File: src/rtl/dcm_reset_ctrl.sv
// DCM reset sequencer: pulses the DCM reset, waits for a stable lock, then releases sys_reset.
// Optional saturating retry counter enabled by DCM_RESET_CTRL_RETRY_CNT_EN.
module dcm_reset_ctrl #(
    parameter int unsigned RST_CYCLES    = 3,
    parameter int unsigned LOCK_TIMEOUT  = 65535,
    parameter int unsigned STABLE_CYCLES = 1023
) (
    input  logic       m_clock,
    input  logic       p_reset,
    input  logic       dcm_locked,
    input  logic [7:0] dcm_status,
    output logic       dcm_rst,
    output logic       sys_reset,
    output logic       locked_ok,
    output logic [1:0] state
`ifdef DCM_RESET_CTRL_RETRY_CNT_EN
    ,
    output logic [7:0] retry_cnt
`endif
);

    typedef enum logic [1:0] {
        RST_DCM   = 2'd0,
        WAIT_LOCK = 2'd1,
        STABLE    = 2'd2,
        RUN       = 2'd3
    } state_t;

    localparam logic [15:0] RST_LAST    = 16'(RST_CYCLES - 1);
    localparam logic [15:0] TMO_LAST    = 16'(LOCK_TIMEOUT - 1);
    localparam logic [15:0] STABLE_LAST = 16'(STABLE_CYCLES - 1);

    state_t      state_q;
    state_t      state_d;
    logic [15:0] cnt;
    logic [15:0] cnt_d;
    logic        retry_ev;

    logic        lk_p0;
    logic        lk_s;
    logic        stop_p0;
    logic        stop_s;

    logic        unused_status;
    assign unused_status = ^{dcm_status[7:2], dcm_status[0]};

    // Stage p0 -> s: two-flop synchronizers for the asynchronous DCM outputs
    always_ff @(posedge m_clock) begin
        if (p_reset) begin
            lk_p0   <= 1'b0;
            lk_s    <= 1'b0;
            stop_p0 <= 1'b0;
            stop_s  <= 1'b0;
        end else begin
            lk_p0   <= dcm_locked;
            lk_s    <= lk_p0;
            stop_p0 <= dcm_status[1];
            stop_s  <= stop_p0;
        end
    end

    always_ff @(posedge m_clock) begin
        if (p_reset) begin
            state_q <= RST_DCM;
            cnt     <= 16'd0;
        end else begin
            state_q <= state_d;
            cnt     <= cnt_d;
        end
    end

    // Every limit compare leaves the state before cnt could wrap
    always_comb begin
        state_d  = state_q;
        cnt_d    = cnt;
        retry_ev = 1'b0;
        case (state_q)
            RST_DCM: begin
                if (cnt == RST_LAST) begin
                    state_d = WAIT_LOCK;
                    cnt_d   = 16'd0;
                end else begin
                    cnt_d = cnt + 16'd1;
                end
            end
            WAIT_LOCK: begin
                if (stop_s) begin
                    state_d  = RST_DCM;
                    cnt_d    = 16'd0;
                    retry_ev = 1'b1;
                end else if (lk_s) begin
                    state_d = STABLE;
                    cnt_d   = 16'd0;
                end else if (cnt == TMO_LAST) begin
                    state_d  = RST_DCM;
                    cnt_d    = 16'd0;
                    retry_ev = 1'b1;
                end else begin
                    cnt_d = cnt + 16'd1;
                end
            end
            STABLE: begin
                if (stop_s) begin
                    state_d  = RST_DCM;
                    cnt_d    = 16'd0;
                    retry_ev = 1'b1;
                end else if (!lk_s) begin
                    state_d = WAIT_LOCK;
                    cnt_d   = 16'd0;
                end else if (cnt == STABLE_LAST) begin
                    state_d = RUN;
                    cnt_d   = 16'd0;
                end else begin
                    cnt_d = cnt + 16'd1;
                end
            end
            RUN: begin
                cnt_d = 16'd0;
                if (stop_s || !lk_s) begin
                    state_d  = RST_DCM;
                    retry_ev = 1'b1;
                end
            end
            default: begin
                state_d = RST_DCM;
                cnt_d   = 16'd0;
            end
        endcase
    end

`ifdef DCM_RESET_CTRL_RETRY_CNT_EN
    always_ff @(posedge m_clock) begin
        if (p_reset) begin
            retry_cnt <= 8'd0;
        end else if (retry_ev && (retry_cnt != 8'hFF)) begin
            retry_cnt <= retry_cnt + 8'd1;
        end
    end
`else
    logic unused_retry;
    assign unused_retry = retry_ev;
`endif

    assign dcm_rst   = (state_q == RST_DCM);
    assign sys_reset = (state_q != RUN);
    assign locked_ok = (state_q == RUN);
    assign state     = state_q;

endmodule
File: config.mk
export PLATFORM = sky130hd
export DESIGN_NAME = dcm_reset_ctrl
export DESIGN_NICKNAME = d
export VERILOG_FILES = /design/src/rtl/dcm_reset_ctrl.sv
export SDC_FILE = /design/constraint.sdc
export NUM_CORES = 1
export LEC_CHECK = 0
export BUFFER_PORTS_ARGS = -buffer_cell sky130_fd_sc_hd__buf_2
export CAP_MARGIN = 15
export CORE_MARGIN = 3
export CORE_UTILIZATION = 55
export DETAILED_ROUTE_END_ITERATION = 8
export GPL_ROUTABILITY_DRIVEN = 0
export PLACE_DENSITY = 0.74
export SLEW_MARGIN = 15
export SYNTH_ARGS = -nofsm -noshare
export SYNTH_HDL_FRONTEND = slang
export SYNTH_SLANG_ARGS = --single-unit
export TNS_END_PERCENT = 30
File: constraint.sdc
create_clock -name m_clock -period 4.7 [get_ports m_clock]
set_clock_uncertainty 0.05 [all_clocks]
set_input_delay 0.705 -clock m_clock [delete_from_list [all_inputs] [get_ports m_clock]]
set_output_delay 0.705 -clock m_clock [all_outputs]
set_load 0.005 [all_outputs]
==> results.sh <==
export IMPL_areaGrowthSynthToFinish_pct=4.94
export IMPL_hpwl_um=1390
export IMPL_worstPathMaxFanout=9
export IMPL_n_antenna_cell=0
export IMPL_drc=0
export IMPL_relSlewSlack_pct=45.4
export IMPL_grt_ovfl_total=0
export IMPL_ys_ff_latch=22
export IMPL_status="complete, no violations"
export IMPL_synth_fp_nets=127
export IMPL_die_width_um=51.0
export IMPL_utilization_pct=64.2
export IMPL_fp_row_count=15
export IMPL_power_density_mw_per_mm2=338
export IMPL_hold_viol=0
export IMPL_drt_iter0_markers=16
export IMPL_max_stage_delay_ns=0.72
export IMPL_fin_cells=146
export IMPL_peakVddDrop_uv=280
export IMPL_cts_sinks=22
export IMPL_track_usage_pct=18.3
export IMPL_numCtsBuffers=3
export IMPL_antenna_found_initial=0
export IMPL_cts_setup_buffers=0
export IMPL_syn_cell_area_sq_mm=0.00111
export IMPL_synth_top_area_share_pct=39.6
export IMPL_start_util_pct=61.2
export IMPL_avgViaCountPerCell=5.87
export IMPL_hold_buffers=0
export IMPL_leakage_nw=0.380
export IMPL_fp_coreArea_sq_mm=0.00182
export IMPL_crit_chain="inv_1 > ha_1 > nor3b_1 > nand2_1 > o31ai_2 > buf_4 > a22oi_1"
export IMPL_worst_slew_pin_slew_ns=0.815
export IMPL_hold_ws_ns=0.402
export IMPL_cts_root_buffer="clkbuf_4"
export IMPL_fp_dieH_um=51.0
export IMPL_cts_tree="done"
export IMPL_worst_setup_path_end_kind="flip-flop"
export IMPL_final_max_slew_viol_count=0
export IMPL_synth_largest_area_cell="dfxtp_1"
export IMPL_synth_avg_cell_area_sq_um=9.77
export IMPL_final_setup_viol_count=0
export IMPL_port_buffers=8
export IMPL_clockBufferDepth=2
export IMPL_drive_gt1_share_pct=23.1
export IMPL_tns_ns=0
export IMPL_slowest_stage="o31ai_2"
export IMPL_grt_pass1_vias=799
export IMPL_ant_nets=0
export IMPL_crit_required_ns=4.83
export IMPL_synthTopCellsByArea="dfxtp_1 40%, a21oi_2 7.9%, xnor2_1 7.1%"
export IMPL_ioPinCount=16
export IMPL_nets=135
export IMPL_cts_resized=0
export IMPL_seq_area_frac_synth_pct=39.6
export IMPL_drt_total_wl_um=1970
export IMPL_cp_start_kind="flip-flop"
export IMPL_fillerInstances=162
export IMPL_wl_per_cell_um=13.5
export IMPL_clkTransAtPathRegs_ns=0.13
export IMPL_grt_max_degree=17
export IMPL_netlist_instances=114
export IMPL_dp_cells=142
export IMPL_vias=857
export IMPL_finalInstanceArea_sq_mm=0.00117
export IMPL_ys_warn_count=0
export IMPL_drt_pass1_iter_count=4
export IMPL_dieArea_sq_mm=0.00260
export IMPL_arrival_ns=2.45
export IMPL_ys_types=33
export IMPL_finalCritPeriodShare_pct=49.3
export IMPL_crit_type="reg -> reg"
export IMPL_worstHoldPathType="reg -> reg"
export IMPL_grt_pass1_wl_um=3620
export IMPL_place_area_sq_mm=0.00113
export IMPL_post_route_min_period_ns=2.32
export IMPL_htree_levels=1
export IMPL_drv_cap=0
export IMPL_max_freq_mhz=432
export IMPL_rsz0062_at_grt="no"
export IMPL_clk_latency_ns=0.31
==> critical path: cells and delay by family, from the launching register on <==
kind / cells / cell delay (ns)
simple gates: 2 / 0.37
fa+ha+maj: 1 / 0.17
flops: 1 / 0.38
buf+inv: 2 / 0.39
compound gates: 2 / 0.83
==> cell families (layout without fill, tap and decap cells) <==
logic type	after synthesis	count (layout)	synth area share, %
simple gates	43	43	23.7
compound gates	23	23	17.2
flops	22	22	39.6
xor+xnor	13	13	10.2
buf+inv	11	18	7.08
fa+ha+maj	2	2	2.25
==> layout by cell type (no fill, tap or decap), types with 2 or more instances in the layout <==
cell type and n:
ha_1 2, nor2b_1 4, a21oi_1 6, nor3_1 3, nand4_1 6, inv_1 5, dfxtp_1 22, clkbuf_4 3
nor2_1 3, nand3_1 4, nor4_1 9, xnor2_1 9, nand2_1 6, xor2_1 4, or3_1 2, buf_2 8
a21oi_2 10
==> cells in the mapped netlist <==
| library cell | count |
|---|---|
| buf_2 | 1 |
| clkbuf_2 | 1 |
| xor2_1 | 4 |
| nor3_1 | 3 |
| o31ai_1 | 1 |
| ha_1 | 2 |
| a21oi_2 | 10 |
| nor4b_1 | 1 |
| a221o_1 | 1 |
| or3_1 | 2 |
| buf_6 | 2 |
| inv_1 | 5 |
| nand3_1 | 4 |
| nand2_1 | 6 |
| nor2_1 | 3 |
| nor3b_1 | 1 |
| xnor2_1 | 9 |
| a22oi_4 | 1 |
| a22o_2 | 1 |
| o21ai_0 | 1 |
| buf_4 | 1 |
| o31ai_2 | 1 |
| or4_4 | 1 |
| nor4_1 | 9 |
| nand4_4 | 1 |
| buf_12 | 1 |
| nand4_1 | 6 |
| a22oi_1 | 1 |
| nor2b_1 | 4 |
| dfxtp_1 | 22 |
| nand2b_1 | 1 |
| a21oi_1 | 6 |
| and4_1 | 1 |
==> through the flow <==
| stage | total power [mW] | setup slack (ns) |
|---|---|---|
| 6_report | 0.395 | 2.38 |
| 2_1_floorplan | 0.290 | 2.82 |
| 3_5_place_dp | 0.295 | 2.36 |
| 3_3_place_gp | 0.293 | 2.44 |
| 5_1_grt | 0.419 | 2.16 |
| 4_1_cts | 0.399 | 2.36 |
==> routing by layer <==
metal	wire length (um)	share of wire, %	up-vias	GRT usage, %
met5	0	0	-	0
met4	52	2.6	0	8.97
met3	77	3.9	7	3.50
met2	892	45	26	29.2
met1	944	48	396	23.5
li1	-	-	428	-
==> sequential cells by signal, indices dropped and copies added, names as in the netlist <==
register,flops
lk_p0,1
state,2
cnt,16
stop_s,1
lk_s,1
stop_p0,1
==> worst paths after layout <==
kind / startpoint / end / slack [ns] / depth (start not counted)
setup / recovery: cnt[0]$_SDFF_PP0_ / cnt[15]$_SDFF_PP0_ / 2.38 / 7
setup reg to reg: cnt[0]$_SDFF_PP0_ / cnt[15]$_SDFF_PP0_ / 2.38 / 7
hold reg to reg: stop_p0$_SDFF_PP0_ / stop_s$_SDFF_PP0_ / 0.40 / 1
hold / removal: stop_p0$_SDFF_PP0_ / stop_s$_SDFF_PP0_ / 0.40 / 1
==> final cells by class <==
class | instances | area [sq um] | area share (%)
multi-input cells | 81 | 594 | 50.9
flip-flops and latches | 22 | 440 | 37.7
repair buffers | 9 | 47.5 | 4.07
clock buffers | 4 | 36.3 | 3.10
well taps | 25 | 31.3 | 2.68
inverters | 5 | 18.8 | 1.61
==> where the power goes <==
group	total, mW	switching [mW]	internal, mW
clock network	0.105	0.0578	0.0473
registers	0.217	0.0185	0.199
logic	0.0720	0.0418	0.0302
Power figures use the tool's default switching activity.
